[src/rtl/soc_eoc_serial_converter.sv]
// soc/eoc responder: after the initiator's request, deserialises W bits from din,
// LSB first, then publishes them on x together with eoc rising.
module soc_eoc_serial_converter #(
  parameter int W = 8
) (
  input  logic         clock,
  input  logic         reset_,
  input  logic         soc,
  input  logic         din,
  output logic         eoc,
  output logic [W-1:0] x,
  output logic [1:0]   dbg_state
);

  localparam int CW = $clog2(W + 1);

  typedef enum logic [1:0] {
    S0_IDLE    = 2'd0,
    S1_ACK     = 2'd1,
    S2_SHIFT   = 2'd2,
    S3_PUBLISH = 2'd3
  } state_t;

  // Handshake: soc is a level request; eoc=0 acknowledges it and stays low
  // until x is updated, so eoc==1 always comes with fresh x on the same edge.
  state_t          r_state, w_state_next;
  logic [W-1:0]    r_buf, w_buf_next;
  logic [W-1:0]    r_x, w_x_next;
  logic [CW-1:0]   r_count, w_count_next;
  logic            r_eoc, w_eoc_next;

  always_ff @(posedge clock or negedge reset_) begin
    if (!reset_) begin
      r_state <= S0_IDLE;
      r_buf   <= '0;
      r_x     <= '0;
      r_count <= '0;
      r_eoc   <= 1'b1;
    end else begin
      r_state <= w_state_next;
      r_buf   <= w_buf_next;
      r_x     <= w_x_next;
      r_count <= w_count_next;
      r_eoc   <= w_eoc_next;
    end
  end

  always_comb begin
    w_state_next = r_state;
    w_buf_next   = r_buf;
    w_x_next     = r_x;
    w_count_next = r_count;
    w_eoc_next   = r_eoc;
    case (r_state)
      S0_IDLE: begin
        if (soc) begin
          w_eoc_next   = 1'b0;
          w_state_next = S1_ACK;
        end
      end
      S1_ACK: begin
        if (!soc) begin
          w_count_next = CW'(W);
          w_state_next = S2_SHIFT;
        end
      end
      S2_SHIFT: begin
        // soc is deliberately ignored here: once shifting starts it always completes.
        w_buf_next   = {din, r_buf[W-1:1]};
        w_count_next = r_count - CW'(1);
        if (r_count == CW'(1)) begin
          w_state_next = S3_PUBLISH;
        end
      end
      S3_PUBLISH: begin
        w_x_next     = r_buf;
        w_eoc_next   = 1'b1;
        w_state_next = S0_IDLE;
      end
      default: begin
        w_state_next = S0_IDLE;
      end
    endcase
  end

  assign eoc       = r_eoc;
  assign x         = r_x;
  assign dbg_state = r_state;

endmodule

[config.mk]
export PLATFORM = sky130hd
export DESIGN_NAME = soc_eoc_serial_converter
export DESIGN_NICKNAME = d
export VERILOG_FILES = /design/src/rtl/soc_eoc_serial_converter.sv
export SDC_FILE = /design/constraint.sdc
export NUM_CORES = 1
export LEC_CHECK = 0
export BUFFER_PORTS_ARGS = -buffer_cell sky130_fd_sc_hd__buf_2
export CORE_MARGIN = 1.5
export CORE_UTILIZATION = 58
export CTS_CLUSTER_DIAMETER = 50
export DETAILED_ROUTE_END_ITERATION = 8
export PLACE_DENSITY_LB_ADDON = 0.25
export SLEW_MARGIN = 20
export SYNTH_ARGS = -nofsm -noshare
export SYNTH_HDL_FRONTEND = slang
export SYNTH_SLANG_ARGS = --single-unit
[constraint.sdc]
create_clock -name clock -period 3.2 [get_ports clock]
set_input_delay 0.48 -clock clock [delete_from_list [all_inputs] [get_ports clock]]
set_output_delay 0.48 -clock clock [all_outputs]
set_load 0.005 [all_outputs]
==> flow_metrics.tcl, run 1 <==
set metrics [dict create \
    status "completed" \
    synth-edff-count 0 \
    slew_headroom_pct 61.32 \
    yosysMostFrequentCell "dfrtp_1" \
    required_ns 3.39 \
    crit_chain "inv_1 -> ha_1 -> a21oi_2 -> mux2_1" \
    fin_setup_tns_ns 0 \
    start_util_pct 61.11 \
    ioPinCount 15 \
    utilization_pct 67.26 \
    hp-class "input pin to asynchronous set/reset pin" \
    drive_gt1_share_pct 41.76 \
    finalClockSkew_ns 0.005697 \
    cts_made_buffers 3 \
    critical-path-max-stage-delay_ns 0.54 \
    syn_area_sq_um 1032 \
    reg2reg_from "dbg_state[0]" \
    num_vias 593 \
    cts_num_sinks 23 \
    setup_viol_count_final 0 \
    r2r_end "dbg_state[1]" \
    n_antenna_cell 0 \
    cts_tree "built" \
    max_clock_freq_mhz 609.7 \
    cp_num_buf_inv 1 \
    port_buffers 14 \
    startpoint "dbg_state[0]" \
    cp-endpoint "dbg_state[1]" \
    antenna_found_initial 0 \
    track_usage_pct 16.33 \
    powerDensity_nw_per_um2 1046 \
    synthTopCellsByArea "dfrtp_1 53%, mux2_2 19%, ha_1 8.5%" \
    worst_path_max_delay_cell "ha_1" \
    synth_seq_cells 23 \
    synthTopCellsByCount "22 x dfrtp_1, 17 x mux2_2, 7 x ha_1, 6 x inv_1, 3 x buf_2" \
    pre_cts_ws_ns 1.558 \
    synthArstFlopShare_pct 100.0 \
    syn2layout_area_growth_pct 10.06 \
    ir_drop_uv 496.9 \
    synth_ff_type "dfrtp_1" \
    ctsHoldBuffers 0 \
    die_x_um 45.19 \
    yosysTopAreaCellShare_pct 53.33 \
    maxSlewViolCount 0 \
    die_area_sq_um 2042 \
    avgSynthCellArea_sq_um 13.58 \
    path_delay_family "adder cells" \
    vias_per_cell 5.491 \
    worst_pin_slew_ns 0.5802 \
    crit_path_start_kind "register" \
    critical_path_class "register to register" \
    cts.path.max_buffers 2 \
    period_share_pct 51.25 \
    fin_ws_ns 1.560 \
    drtIter0Drc 0 \
    drc 0 \
    cp.depth 4 \
    cp-end-kind "register" \
    ant_nets 0 \
    ys_seq_area_share_pct 55.88 \
    overflow 0 \
    place.gp.congestion 0.7436 \
    wl_per_cell_um 12.48 \
    ctsResizeCount 0 \
    synth_fp_nets 87 \
    reg2reg_depth 4 \
    rrSetupSlack_ns 1.56 \
    hold_violations 0 \
    syn_inst 76 \
    die_h_um 45.19 \
    synth_cell_type_count 22 \
    synth_area_leader_cell "dfrtp_1" \
    max_cap_violations 0 \
    leakage_uw 0.0005381 \
    grt_max_degree 24 \
    grt_pass1_wl_um 2380 \
    final.min_clock_period_ns 1.640 \
    yosysWarnings 0 \
    first_global_vias 585 \
    clkTransAtPathRegs_ns 0.12 \
    firstDrtPassIters 1 \
    nets 103 \
    totalWireLength_um 1348 \
    critPathMaxFanout 16 \
    rows 15 \
    clock_latency_ns 0.30 \
    h-tree-depth 1 \
    core-area_sq_um 1689 \
    cts_root_buf "clkbuf_4" \
    critical_path_arrival_ns 1.83 \
    rsz0062_at_grt "false" \
    post-cts-setup-buffer-count 0 \
]
## sequential cells by signal (all words and copies together) (netlist names)
register / count
r_buf: 8
eoc: 1
x: 8
dbg_state: 2
r_count: 4
## through the flow
stage	std cells	hold slack, ns	total power (uW)	area [sq um]
after floorplan	76	0.1844	934.5	1032
after global placement	104	0.4766	1061	1109
after detailed placement	104	0.4745	1080	1109
after CTS	108	0.1344	1212	1136
after global routing	108	0.1550	1303	1136
final	108	0.1261	1189	1136
## how the worst min path moves through the flow
| stage | startpoint | to | slack [ns] | depth (start not counted) |
|---|---|---|---|---|
| after floorplan | reset_ | dbg_state[0] | 0.18 | 0 |
| after global placement | reset_ | dbg_state[1] | 0.48 | 1 |
| after detailed placement | reset_ | dbg_state[1] | 0.47 | 1 |
| after CTS | reset_ | r_buf[0] | 0.13 | 1 |
| after global routing | reset_ | r_buf[0] | 0.15 | 1 |
| final | reset_ | x[6] | 0.13 | 1 |
## cell type report
type                    count  area, sq um
well taps                  17        21.27
clock inverters             1        5.005
flip-flops and latches     23        576.8
clock buffers               3        22.52
inverters                   6        22.52
multi-input cells          44        417.9
fillers                   135        553.0
repair buffers             14        70.07
## routing by layer
metal | routed length (um) | GRT usage (%) | vias up | part of all wire (%)
li1 | - | - | 293 | -
met1 | 623 | 20.10 | 287 | 46
met2 | 661 | 27.43 | 11 | 49
met3 | 51 | 2.400 | 2 | 3.8
met4 | 11 | 8.824 | 0 | 0.82
met5 | 0 | 0 | - | 0
## power breakdown
part	switching [uW]	internal [uW]
clock network	79.8	46.5
registers	88.3	445
logic	226	303
total	394	794
## cells in the final DEF (no fill, tap or decap), types with 2 or more instances in the layout
cell type / count
inv_1: 6
o22ai_1: 2
ha_1: 7
mux2_2: 17
dfrtp_1: 22
buf_2: 14
mux2i_1: 2
clkbuf_4: 3
a21oi_1: 2
nand2_1: 2
## cell families (layout without fill, tap and decap cells)
logic type	after synthesis	after routing	synth area share, %
DFF	23	23	55.88
muxes	20	20	21.58
AOI/OAI and AO/OA	9	9	6.303
buffers and inverters	9	24	3.636
and+or+nand+nor	8	8	4.121
adders and majority gates	7	7	8.484
No activity file was read; power rests on OpenSTA's default activity.
==> inputs of run 2 (changes only) <==
--- a/config.mk
+++ b/config.mk
@@ -7,7 +7,7 @@
 export LEC_CHECK = 0
 export BUFFER_PORTS_ARGS = -buffer_cell sky130_fd_sc_hd__buf_2
 export CORE_MARGIN = 1.5
-export CORE_UTILIZATION = 58
+export CORE_UTILIZATION = 54
 export CTS_CLUSTER_DIAMETER = 50
 export DETAILED_ROUTE_END_ITERATION = 8
 export PLACE_DENSITY_LB_ADDON = 0.25
==> constraint.sdc (replaced) <==
create_clock -name clock -period 1.55 [get_ports clock]
set_input_delay 0.2325 -clock clock [delete_from_list [all_inputs] [get_ports clock]]
set_output_delay 0.2325 -clock clock [all_outputs]
set_load 0.005 [all_outputs]
==> run 2 against run 1 <==
The run now ends with negative setup slack left. Via count increased by 16%. Global-route usage increased by 2.5 points. Register-to-register slack got worse by 1.6 ns. Clock skew decreased by 0.0038 ns. Non-clock buffer count increased by 12. Combinational power increased to 2.7 times the previous value. Sequential share of layout area decreased by 5.0 points. Sequential cell count unchanged. Die area increased by 6.9%. Utilization increased by 4.2 points. Setup slack got worse by 1.6 ns.
==> flow_metrics.tcl, run 2 (synthesized netlist as in run 1, its figures left out) <==
set metrics [dict create \
    drive_gt1_share_pct 52.43 \
    fin_area_sq_um 1260 \
    crit_chain "inv_2 -> ha_1 -> or3b_1 -> a21oi_2 -> mux2_4" \
    cts_tree "built" \
    violations "negative setup slack" \
    reg2reg_from "r_count[1]" \
    crit_path_start_kind "register" \
    rsz0062_at_grt "true" \
    min_delay_worst_endpoint "r_buf[7]" \
    syn2layout_area_growth_pct 22.06 \
    holdCritStartpoint "din" \
    final_common_cell "dfrtp_1" \
    maxSlewViolCount 0 \
    place.gp.congestion 0.7407 \
    nFillCells 145 \
    totalWireLength_um 1774 \
    hp-class "input pin to register" \
    regArea_sq_um 576.8 \
    total_power_uw 2816 \
    period_share_pct 100.6 \
    antenna_found_initial 0 \
    rows 15 \
    drtIter0Drc 2 \
    critical_path_arrival_ns 1.77 \
    fin_setup_tns_ns -0.009476 \
    die_h_um 46.72 \
    cts_num_sinks 23 \
    setup_viol_count_final 1 \
    worst_pin_slew_ns 0.5035 \
    critPathMaxFanout 2 \
    core-area_sq_um 1764 \
    rrSetupSlack_ns -0.009 \
    num_vias 687 \
    port_buffers 14 \
    grt_max_degree 24 \
    mostFrequentLayoutCells "22 x dfrtp_1, 17 x mux2_2, 14 x buf_2" \
    finalClockSkew_ns 0.001848 \
    final.min_clock_period_ns 1.559 \
    drc 0 \
    first_global_vias 664 \
    cts.path.max_buffers 2 \
    multi_input_area_sq_um 426.7 \
    cp-end-kind "register" \
    place_area_sq_um 1184 \
    h-tree-depth 1 \
    ioPinCount 15 \
    clock_latency_ns 0.30 \
    die_x_um 46.72 \
    r2r_end "dbg_state[1]" \
    grt_pass1_wl_um 2849 \
    fin_ws_ns -0.009476 \
    critical_path_class "register to register" \
    status "finished, violations left" \
    placed_cells_incl_taps 119 \
    clkTransAtPathRegs_ns 0.12 \
    hpwl_um 1269 \
    firstDrtPassIters 4 \
    ir_drop_uv 1168 \
    pre_cts_ws_ns 0.002891 \
    min_path_cells 2 \
    track_usage_pct 18.81 \
    required_ns 1.76 \
    critical-path-max-stage-delay_ns 0.42 \
    die_area_sq_um 2183 \
    cts_made_buffers 3 \
    reg2reg_depth 5 \
    final_cells 128 \
    max_clock_freq_mhz 641.2 \
    wl_per_cell_um 13.86 \
    vias_per_cell 5.367 \
    hold_violations 0 \
    powerDensity_nw_per_um2 2235 \
    ant_nets 0 \
    max_cap_violations 0 \
    start_util_pct 58.51 \
    overflow 0 \
    n_antenna_cell 0 \
    leakage_uw 0.0005996 \
    nets 115 \
    slew_headroom_pct 66.43 \
    worst_path_max_delay_cell "dfrtp_1" \
    cts_root_buf "clkbuf_4" \
]
==> run 2: changes by cell type in the layout (fill, tap and decap cells not counted), sizes merged <==
cell	previous run	this run
buf	14	25
dlygate4sd3	0	1
==> run 2: layer usage <==
| metal | track usage (%) | vias to the layer above | wire [um] |
|---|---|---|---|
| li1 | - | 323 | - |
| met3 | 2.353 | 4 | 60 |
| met2 | 31.67 | 22 | 901 |
| met5 | 0 | - | 0 |
| met4 | 6.111 | 0 | 13 |
| met1 | 25.45 | 338 | 799 |
==> run 2: repair_timing <==
| item | in CTS | in global routing |
|---|---|---|
| hold buffers | 1 | 0 |
| endpoints found under the hold margin | 22 | 0 |
| buffers inserted | 1 | 3 |
| pin swaps | 1 | 1 |
| setup endpoints to repair | 1 | 8 |
| resized for setup | 0 | 5 |
==> run 2: how the worst max path moves through the flow <==
stage	endpoint	depth (start not counted)	start	slack, ns
floorplan	dbg_state[1]	5	dbg_state[1]	0.03
finish	dbg_state[1]	5	r_count[1]	-0.009
CTS	dbg_state[1]	5	dbg_state[0]	0.003
global route	dbg_state[1]	5	r_count[1]	-0.07
global placement	dbg_state[1]	5	r_count[1]	0.04
detailed placement	dbg_state[1]	5	r_count[1]	0.003
==> run 2: power by group <==
group | internal, uW | switching [uW] | total [uW]
registers | 918 | 192 | 1110
clock network | 96.3 | 176 | 273
logic | 858 | 575 | 1430
total | 1870 | 944 | 2820
==> run 2: stage by stage <==
| stage | util [%] | hold WS, ns |
|---|---|---|
| floorplan | - | -0.06309 |
| global placement | 67.09 | 0.2271 |
| detailed placement | 67.09 | 0.2262 |
| CTS | 69.65 | 0.1445 |
| global route | 71.42 | 0.1521 |
| finish | 71.42 | 0.1494 |
==> run 2: critical path: cells and delay by family, from the launching register on <==
kind	cells	cell delay [ns]
AOI/OAI and AO/OA	1	0.18
adders and majority gates	1	0.13
buffers and inverters	1	0.07
muxes	1	0.31
DFF	1	0.42
and+or+nand+nor	1	0.35
==> run 2: cell type report <==
type | instances | share of cell area (%)
clock buffers | 3 | 1.787
clock inverters | 1 | 0.3972
inverters | 6 | 1.787
multi-input cells | 44 | 33.86
flip-flops and latches | 23 | 45.78
well taps | 25 | 2.483
repair buffers | 26 | 13.90
